### src/rtl/ssram_arb.sv
// rtl/ssram_arb.sv - two-port arbiter in front of a 32-bit synchronous-burst SSRAM
//
// Port A (64-bit, Jaguar DRAM side) is split into two 32-bit SSRAM beats,
// even word first. Port B (32-bit, loader/debug) is a single beat. Grants
// are taken only in IDLE; A normally has priority.
//
// Build option: define SSRAM_ARB_STARVE_EN to add the starvation counter that
// forces a B grant after STARVE_MAX consecutive A grants with b_req pending.
// Without it A always wins and STARVE_MAX is only range-checked.
//
// Parameters
//   RD_LAT      SSRAM read latency, ADSC issue edge to capture edge (1..4)
//   STARVE_MAX  A grants tolerated while B waits (1..255)
// Ports
//   sys_clk, xresetl           clock, asynchronous active-low reset
//   a_req/a_we/a_addr/a_be_n/a_d   port A request (held until a_rdy)
//   a_q, a_rdy                 port A read data / completion pulse
//   b_req/b_we/b_addr/b_be_n/b_d   port B request (held until b_ack)
//   b_q, b_ack                 port B read data / completion pulse
//   ss_a, ss_adsc_n, ss_oe_n, ss_bwe_n, ss_be_n, ss_d, ss_d_oe, ss_q
//                              SSRAM pins; ss_d_oe drives the top-level tristate

module ssram_arb #(
    parameter int RD_LAT     = 2,
    parameter int STARVE_MAX = 8
) (
    input  logic        sys_clk,
    input  logic        xresetl,
    input  logic        a_req,
    input  logic        a_we,
    input  logic [17:0] a_addr,
    input  logic [7:0]  a_be_n,
    input  logic [63:0] a_d,
    output logic [63:0] a_q,
    output logic        a_rdy,
    input  logic        b_req,
    input  logic        b_we,
    input  logic [18:0] b_addr,
    input  logic [3:0]  b_be_n,
    input  logic [31:0] b_d,
    output logic [31:0] b_q,
    output logic        b_ack,
    output logic [18:0] ss_a,
    output logic        ss_adsc_n,
    output logic        ss_oe_n,
    output logic        ss_bwe_n,
    output logic [3:0]  ss_be_n,
    output logic [31:0] ss_d,
    output logic        ss_d_oe,
    input  logic [31:0] ss_q
);

    generate
        if (RD_LAT < 1 || RD_LAT > 4 || STARVE_MAX < 1 || STARVE_MAX > 255) begin : g_bad_param
            $error("ssram_arb: parameter out of legal range");
        end
    endgenerate

    typedef enum logic [2:0] {
        IDLE,
        A_RD,
        A_WR,
        B_RD,
        B_WR,
        DONE
    } state_t;

    // Cycle index within a transaction state; cycle 0 is the first cycle
    // after the grant edge. RD_LAT+1 <= 5 fits in three bits.
    localparam logic [2:0] LAT  = 3'(RD_LAT);
    localparam logic [2:0] LAT1 = 3'(RD_LAT + 1);

    state_t      state;
    logic [2:0]  cnt;
    logic [31:0] hi_q;       // even-word beat of an A read, held until beat 1 lands
    logic [31:0] a_lo_d;     // odd-word write data, latched at grant
    logic [3:0]  a_lo_be;    // odd-word byte enables, latched at grant

    logic force_b;
    logic grant_a;
    logic grant_b;

`ifdef SSRAM_ARB_STARVE_EN
    localparam logic [7:0] STARVE_LIM = 8'(STARVE_MAX);
    logic [7:0] starve;

    always_comb begin
        force_b = b_req && (starve == STARVE_LIM);
    end
`else
    always_comb begin
        force_b = 1'b0;
    end
`endif

    always_comb begin
        grant_a = a_req && !force_b;
        grant_b = b_req && !grant_a;
    end

`ifdef SSRAM_ARB_STARVE_EN
    // Counts A grants taken while B was waiting; a B grant clears it.
    always_ff @(posedge sys_clk or negedge xresetl) begin
        if (!xresetl) begin
            starve <= 8'd0;
        end else if (state == IDLE) begin
            if (grant_a) begin
                if (b_req && starve != STARVE_LIM) begin
                    starve <= starve + 8'd1;
                end
            end else if (grant_b) begin
                starve <= 8'd0;
            end
        end
    end
`endif

    always_ff @(posedge sys_clk or negedge xresetl) begin
        if (!xresetl) begin
            state     <= IDLE;
            cnt       <= 3'd0;
            hi_q      <= 32'd0;
            a_lo_d    <= 32'd0;
            a_lo_be   <= 4'hF;
            a_q       <= 64'd0;
            a_rdy     <= 1'b0;
            b_q       <= 32'd0;
            b_ack     <= 1'b0;
            ss_a      <= 19'd0;
            ss_adsc_n <= 1'b1;
            ss_oe_n   <= 1'b1;
            ss_bwe_n  <= 1'b1;
            ss_be_n   <= 4'hF;
            ss_d      <= 32'd0;
            ss_d_oe   <= 1'b0;
        end else begin
            case (state)
                IDLE: begin
                    cnt <= 3'd0;
                    if (grant_a) begin
                        // Outputs are registered, so cycle-0 pin levels are set here.
                        ss_a      <= {a_addr, 1'b0};
                        ss_adsc_n <= 1'b0;
                        if (a_we) begin
                            state    <= A_WR;
                            ss_bwe_n <= 1'b0;
                            ss_be_n  <= a_be_n[7:4];
                            ss_d     <= a_d[63:32];
                            ss_d_oe  <= 1'b1;
                            a_lo_d   <= a_d[31:0];
                            a_lo_be  <= a_be_n[3:0];
                        end else begin
                            state   <= A_RD;
                            ss_oe_n <= 1'b0;
                            ss_be_n <= 4'h0;
                        end
                    end else if (grant_b) begin
                        ss_a      <= b_addr;
                        ss_adsc_n <= 1'b0;
                        if (b_we) begin
                            state    <= B_WR;
                            ss_bwe_n <= 1'b0;
                            ss_be_n  <= b_be_n;
                            ss_d     <= b_d;
                            ss_d_oe  <= 1'b1;
                        end else begin
                            state   <= B_RD;
                            ss_oe_n <= 1'b0;
                            ss_be_n <= 4'h0;
                        end
                    end
                end

                A_RD: begin
                    cnt <= cnt + 3'd1;
                    if (cnt == 3'd0) begin
                        ss_a <= {ss_a[18:1], 1'b1};
                    end
                    if (cnt == 3'd1) begin
                        ss_adsc_n <= 1'b1;
                    end
                    // Beat 0 was issued at the end of cycle 0, beat 1 one cycle later.
                    if (cnt == LAT) begin
                        hi_q <= ss_q;
                    end
                    if (cnt == LAT1) begin
                        a_q     <= {hi_q, ss_q};
                        a_rdy   <= 1'b1;
                        ss_oe_n <= 1'b1;
                        ss_be_n <= 4'hF;
                        state   <= DONE;
                    end
                end

                A_WR: begin
                    cnt <= cnt + 3'd1;
                    if (cnt == 3'd0) begin
                        ss_a    <= {ss_a[18:1], 1'b1};
                        ss_d    <= a_lo_d;
                        ss_be_n <= a_lo_be;
                    end else begin
                        ss_adsc_n <= 1'b1;
                        ss_bwe_n  <= 1'b1;
                        ss_be_n   <= 4'hF;
                        ss_d      <= 32'd0;
                        ss_d_oe   <= 1'b0;
                        a_rdy     <= 1'b1;
                        state     <= DONE;
                    end
                end

                B_RD: begin
                    cnt <= cnt + 3'd1;
                    if (cnt == 3'd0) begin
                        ss_adsc_n <= 1'b1;
                    end
                    if (cnt == LAT) begin
                        b_q     <= ss_q;
                        b_ack   <= 1'b1;
                        ss_oe_n <= 1'b1;
                        ss_be_n <= 4'hF;
                        state   <= DONE;
                    end
                end

                B_WR: begin
                    ss_adsc_n <= 1'b1;
                    ss_bwe_n  <= 1'b1;
                    ss_be_n   <= 4'hF;
                    ss_d      <= 32'd0;
                    ss_d_oe   <= 1'b0;
                    b_ack     <= 1'b1;
                    state     <= DONE;
                end

                DONE: begin
                    // Requesters drop req at the edge ending this cycle.
                    a_rdy <= 1'b0;
                    b_ack <= 1'b0;
                    state <= IDLE;
                end

                default: begin
                    state <= IDLE;
                end
            endcase
        end
    end

endmodule
### config.mk
export PLATFORM = sky130hd
export DESIGN_NAME = ssram_arb
export DESIGN_NICKNAME = d
export VERILOG_FILES = /design/src/rtl/ssram_arb.sv
export SDC_FILE = /design/constraint.sdc
export NUM_CORES = 1
export LEC_CHECK = 0
export CAP_MARGIN = 20
export CORE_ASPECT_RATIO = 1.4
export CORE_MARGIN = 3
export CORE_UTILIZATION = 46
export DETAILED_ROUTE_END_ITERATION = 8
export GPL_ROUTABILITY_DRIVEN = 0
export MAX_ROUTING_LAYER = met4
export PLACE_DENSITY = 0.81
export SLEW_MARGIN = 15
export SYNTH_ARGS = -nofsm -noshare
export SYNTH_HDL_FRONTEND = slang
export SYNTH_SLANG_ARGS = --single-unit
### constraint.sdc
create_clock -name sys_clk -period 2.29 [get_ports sys_clk]
set_clock_uncertainty 0.15 [all_clocks]
set_input_delay 0.3435 -clock sys_clk [delete_from_list [all_inputs] [get_ports sys_clk]]
set_output_delay 0.3435 -clock sys_clk [all_outputs]
set_load 0.05 [all_outputs]
==> key figures, run 1 <==
Global routing
  • Top Usage Layer GRT: met2
  • GRT met3 Usage: 0.0490
  • Vias in the first global route: 7449
  • First-pass GRT wire length: 39.1 mm
  • Largest net degree at the start of global routing: 65
  • M1 GR Usage: 0.249
  • Met2 GRT Util: 0.369
  • Total congestion overflow: 0
  • Initial antenna violation count: 0
  • GRT Total Usage: 0.212

Critical path
  • Critical path type: reg -> out
  • Crit Path Max Fanout: 2
  • Worst path top cell family by delay: buffers and inverters
  • Worst path slowest cell: clkdlybuf4s50_1
  • Crit-path cells: clkdlybuf4s50_1
  • CP peak stage delay: 0.86 ns
  • CP required: 1.80 ns
  • Startpoint Class: register
  • Setup crit end kind: output pin
  • Crit path buf inv count: 1
  • Crit path arrival time: 1.71 ns

Timing
  • Worst slew pin tran: 0.593 ns
  • RSZ-0062 raised after global routing: false
  • Final Max Tran Viols: 0
  • Crit path time final: 2.20 ns
  • Hold Vio Cnt, Final: 0
  • Post-Route Setup TNS: 0 ns
  • Final setup violation count: 0
  • Fmax achieved: 454 MHz
  • Post-route clock period utilization: 0.962
  • Slew HR: 0.604

CTS
  • Clock Sinks: 231
  • Clock H-tree levels: 1
  • Clock-pin slew on the worst setup and hold paths: 0.06 ns
  • CTS max path bufs: 3
  • CTS Buf Count: 22
  • Clock root buffer master: clkbuf_16
  • CTS tree: built
  • Post-CTS setup buffer count: 0
  • Clock latency on the worst-skew pair: 0.50 ns

Cells and area
  • N_diodes: 0
  • Fraction of layout cells with a size suffix above 1: 0.254
  • Synth-to-Final Area Change: 45.4%
  • Fin area: 0.0144 mm²
  • Nets: 1261
  • Most common cell after layout, fill and taps aside: clkdlybuf4s50_1
  • Most frequent cells in the layout: 328 x clkdlybuf4s50_1, 220 x dfrtp_1, 187 x mux2_2

Pwr
  • Leak Pwr: 6.24 nW
  • VDD IR max: 0.000775 V
  • Power Density: 1510 mW/mm²

Die
  • Die W: 130 µm
  • Floorplan row count: 62
  • Initial Util: 0.475
  • Core ar.: 0.0209 mm²
  • Top-Level Pins: 340
  • Die area: 0.0234 mm²
  • Die height: 180 µm

Place
  • PortBufs: 339
  • DP Area: 0.0137 mm²
  • Post-DP HPWL: 18.0 mm

Route
  • Vias: 7059
  • Via density: 5.25
  • Routed wire per std cell: 18.2 µm
  • Starting DRT DRC Count: 241
  • DRT Wirelength: 24.5 mm
  • Detailed-route DRC error count: 0
  • First-pass DRT Iterations: 4
  • Detail Route Antenna Nets: 0

Synthesis
  • Largest area contributor in the netlist: dfrtp_1
  • Synth async-reset ratio: 1.00
  • Post-synth EDFFs: 0
  • Cells after Synth: 728
  • Synth Register Bits: 231
  • Mapped Nets: 916
  • Syn_area_per_cell: 13.6 µm²
  • Yosys top cell area share: 0.556
  • Syn. warnings: 0
  • Count of different cell masters after synthesis: 45
  • Largest cells by area after synthesis: dfrtp_1 56%, mux2_2 21%, dfstp_2 2.9%
  • Ys flop type: dfrtp_1
  • Synth Cell Area: 0.00991 mm²
  • Post-synthesis sequential area ratio: 0.585

Flow run
  • Maxcap violations: 0

Min path
  • Hold Crit Class: in -> async

Status
  • Run status: finished, final reports clean
## cell usage after synthesis (all sizes together) (6+ instances only)
master  instances
mux2          196
inv             6
clkbuf         11
o21ai          57
a22oi          36
a21oi           6
buf            38
mux2i          18
dfstp          11
nand2          56
nor2           12
dfrtp         220
## logic make-up (layout without fill, tap and decap cells)
family | after synthesis | in the layout | share of synthesized area
fa+ha+maj | 5 | 5 | 0.00632
buf+inv | 56 | 417 | 0.0364
compound gates | 124 | 124 | 0.0819
flops | 231 | 231 | 0.585
xor+xnor | 4 | 4 | 0.00354
mux | 214 | 214 | 0.241
simple gates | 94 | 94 | 0.0460
## repair_timing
action                                  CTS  global route
gates cloned                              0             0
endpoints found under the setup margin    4             1
hold endpoints to repair                 50             0
hold buffers                              1             0
gates resized for setup                   4             1
## layer usage
metal / up-vias / routed length (µm)
met3: 32 / 1720
li1: 3304 / -
met4: 0 / 481
met2: 260 / 13000
met5: - / 0
met1: 3463 / 9330
## power by group
part	leakage [nW]	switching (mW)	internal (mW)	total [mW]
clock	0.372	1.50	2.16	3.66
combinational	3.00	6.79	4.27	11.1
sequential	2.87	1.00	6.03	7.04
## worst paths after layout
check | startpoint | to | slack, ns | cells past startpoint
worst max-delay path | ss_d[31]$_DFFE_PN0P_ | ss_d[31] | 0.09 | 1
worst min-delay path | xresetl | a_lo_d[4]$_DFFE_PN0P_ | 0.21 | 2
worst max register to register | cnt[0]$_DFFE_PN0P_ | a_q[6]$_DFFE_PN0P_ | 0.22 | 6
worst min register to register | ss_a[1]$_DFFE_PN0P_ | ss_a[1]$_DFFE_PN0P_ | 0.33 | 2
max in group asynchronous | xresetl | ss_bwe_n$_DFFE_PN1P_ | 1.07 | 3
min in group sys_clk | a_req | state[1]$_DFFE_PN0P_ | 0.23 | 4
## state kept, by name (all words and copies together), names as in the netlist, 4 cells and up
name	cells
a_lo_be	4
a_lo_d	32
a_q	64
b_q	32
hi_q	32
ss_a	19
ss_be_n	4
ss_d	32
## worst reg2reg max path: stages (launching register included)
cell and delay [ns]:
dfrtp_1 0.40, ha_1 0.17, ha_1 0.20, nand2_1 0.11, nor3_4 0.16, buf_12 0.34
mux2_2 0.43
## metrics by stage
step / instances / setup slack (ns) / hold slack [ns] / utilization / power [mW]
3_5_place_dp: 1304 / 0.153 / 0.160 / 0.655 / 18.3
2_1_floorplan: 728 / 0.360 / -0.102 / - / 14.3
3_3_place_gp: 1304 / 0.193 / 0.160 / 0.655 / 18.0
6_report: 1345 / 0.0865 / 0.209 / 0.690 / 21.8
4_1_cts: 1345 / 0.0110 / 0.204 / 0.690 / 22.0
5_1_grt: 1345 / 0.00797 / 0.235 / 0.690 / 22.9
## cell type report
class | count | area (µm²)
tap | 256 | 320
inverter | 7 | 26.3
sequential | 231 | 5790
multi-input combinational | 441 | 3750
clock inverter | 11 | 105
clock buffer | 29 | 628
fill | 1521 | 6460
timing repair buffer | 370 | 3780
(Power assumes the default switching activity.)
==> run 2, diff against run 1 <==
--- a/config.mk
+++ b/config.mk
@@ -5,7 +5,6 @@
 export SDC_FILE = /design/constraint.sdc
 export NUM_CORES = 1
 export LEC_CHECK = 0
-export CAP_MARGIN = 20
 export CORE_ASPECT_RATIO = 1.4
 export CORE_MARGIN = 3
 export CORE_UTILIZATION = 46
==> results of run 2 <==
Same layout as run 1: the final DEF is identical, and so are final timing and power.
==> run 3, diff against run 2 <==
--- a/config.mk
+++ b/config.mk
@@ -7,11 +7,11 @@
 export LEC_CHECK = 0
 export CORE_ASPECT_RATIO = 1.4
 export CORE_MARGIN = 3
-export CORE_UTILIZATION = 46
+export CORE_UTILIZATION = 50
 export DETAILED_ROUTE_END_ITERATION = 8
+export DONT_BUFFER_PORTS = 1
 export GPL_ROUTABILITY_DRIVEN = 0
 export MAX_ROUTING_LAYER = met4
-export PLACE_DENSITY = 0.81
 export SLEW_MARGIN = 15
 export SYNTH_ARGS = -nofsm -noshare
 export SYNTH_HDL_FRONTEND = slang
==> run 3 against run 2 <==
  * Clock power increased by 11%
  * Largest cell class unchanged
  * Power decreased by 10%
  * The run now ends with hold timing left
  * Via count down 12%
  * Highest routed layer unchanged
  * Critical endpoint is now ss_d[13]$_DFFE_PN0P_
  * Register-to-register slack worse by 0.07 ns
  * First-iteration DRC count is 32% higher
  * Critical path depth rose by 6
  * Cell area decreased by 16%
  * Global-route usage decreased by 0.64 points
==> key figures, run 3 (same netlist as run 1, synthesis figures left out) <==
Status
  • Run status: finished with violations
  • Failing checks: hold timing

Place
  • Post-DP HPWL: 14.8 mm
  • Placement Setup Slack: 0.173 ns
  • Placed Cells: 943
  • PortBufs: 0
  • DP Area: 0.0101 mm²

Cells and area
  • Largest Register: a_q
  • Fraction of layout cells with a size suffix above 1: 0.307
  • Most common cell after layout, fill and taps aside: dfrtp_1
  • Most frequent cells in the layout: 220 x dfrtp_1, 187 x mux2_2, 109 x dlygate4sd3_1
  • Layout Cells excl Fill: 1093
  • Largest register FFs: 64
  • Synth-to-Final Area Change: 21.5%
  • Fin area: 0.0120 mm²
  • Reg area: 0.00579 mm²
  • Fillers: 1420
  • Footprint of the multi-input gates: 0.00375 mm²
  • Nets: 1017

CTS
  • Clock latency on the worst-skew pair: 0.49 ns
  • Clock root buffer master: clkbuf_16
  • Clock-pin slew on the worst setup and hold paths: 0.06 ns
  • Clock Sinks: 231
  • CTS Buf Count: 23
  • Clock H-tree levels: 1
  • CTS max path bufs: 3
  • CTS tree: built
  • Post-CTS setup buffer count: 0

Critical path
  • Startpoint Class: register
  • CP required: 2.54 ns
  • Setup crit end kind: register
  • Beginning of the critical path: cnt[0]$_DFFE_PN0P_
  • R2R cell count: 7
  • FF-to-FF Start: cnt[0]$_DFFE_PN0P_
  • Critical path type: reg -> reg
  • RR Endpoint: ss_d[13]$_DFFE_PN0P_
  • R2r setup slk: 0.15 ns
  • Crit Path Max Fanout: 25
  • Crit path arrival time: 2.39 ns

Timing
  • Post-Route Setup TNS: 0 ns
  • Fmax achieved: 467 MHz
  • Worst slew pin tran: 0.580 ns
  • Post-route clock period utilization: 0.935
  • Hold WS: -0.605 ns
  • Crit path time final: 2.14 ns
  • Hold Vio Cnt, Final: 231
  • Final setup violation count: 0
  • Final Max Tran Viols: 0
  • Final worst setup slack: 0.150 ns
  • Slew HR: 0.610
  • RSZ-0062 raised after global routing: false

Route
  • First-pass DRT Iterations: 5
  • Starting DRT DRC Count: 317
  • Detail Route Antenna Nets: 0
  • Detailed-route DRC error count: 0
  • Vias: 6216
  • DRT Wirelength: 22.3 mm
  • Via density: 5.69
  • Routed wire per std cell: 20.4 µm

Die
  • Die area: 0.0216 mm²
  • Core ar.: 0.0194 mm²
  • Top-Level Pins: 340
  • Initial Util: 0.511
  • Die height: 173 µm
  • Die W: 125 µm
  • Floorplan row count: 60

Global routing
  • First-pass GRT wire length: 36.2 mm
  • Largest net degree at the start of global routing: 232
  • Total congestion overflow: 0
  • GRT Total Usage: 0.206
  • Initial antenna violation count: 1
  • Vias in the first global route: 6748

Pwr
  • Power Density: 1630 mW/mm²
  • VDD IR max: 0.000884 V
  • Leak Pwr: 5.32 nW

Min path
  • Hold Crit Class: in -> async

Flow run
  • Maxcap violations: 0
run 3: routing by layer:
metal | wire (µm) | share of wire | GRT usage
met3 | 1720 | 0.077 | 0.0547
met1 | 8470 | 0.38 | 0.244
met4 | 771 | 0.035 | 0.0728
met2 | 11300 | 0.51 | 0.341
met5 | 0 | 0 | -
run 3: report_power, final:
| group | total, mW | switching [mW] | internal (mW) | leakage [nW] |
|---|---|---|---|---|
| sequential | 11.6 | 5.65 | 5.96 | 2.87 |
| clock | 4.07 | 1.52 | 2.54 | 0.407 |
| combinational | 3.89 | 1.73 | 2.16 | 2.05 |
run 3: worst max path at each step:
stage	to	slack [ns]
after floorplan	a_q[40]$_DFFE_PN0P_	0.36
after global placement	ss_d[13]$_DFFE_PN0P_	0.28
after detailed placement	ss_d[13]$_DFFE_PN0P_	0.17
after CTS	ss_d[13]$_DFFE_PN0P_	0.17
after global routing	ss_d[13]$_DFFE_PN0P_	0.01
final	ss_d[13]$_DFFE_PN0P_	0.15
run 3: area by class of cell:
class | instances | share of cell area
timing repair buffer | 125 | 0.109
sequential | 231 | 0.481
clock buffer | 32 | 0.0573
inverter | 7 | 0.00218
multi-input combinational | 441 | 0.312
antenna | 1 | 0.000208
clock inverter | 8 | 0.0121
tap | 248 | 0.0258
run 3: what timing repair did:
action                    in CTS  in global routing
hold endpoints to repair     384                232
gates resized for setup        0                  0
hold buffers                 108                  1
run 3: metrics by stage:
step / total power, mW / util / hold WS, ns
floorplan: 14.3 / - / -0.102
global route: 20.5 / 0.621 / -0.638
CTS: 19.7 / 0.621 / -0.629
finish: 19.6 / 0.621 / -0.605
global placement: 15.2 / 0.522 / -0.0973
detailed placement: 15.5 / 0.522 / -0.0968
run 3: critical path, stage by stage (launching register included):
cell     delay, ns
dfrtp_1       0.41
inv_1         0.11
ha_1          0.18
nor2b_1       0.27
and2_1        0.24
buf_4         0.31
a22oi_1       0.17
o21ai_0       0.20
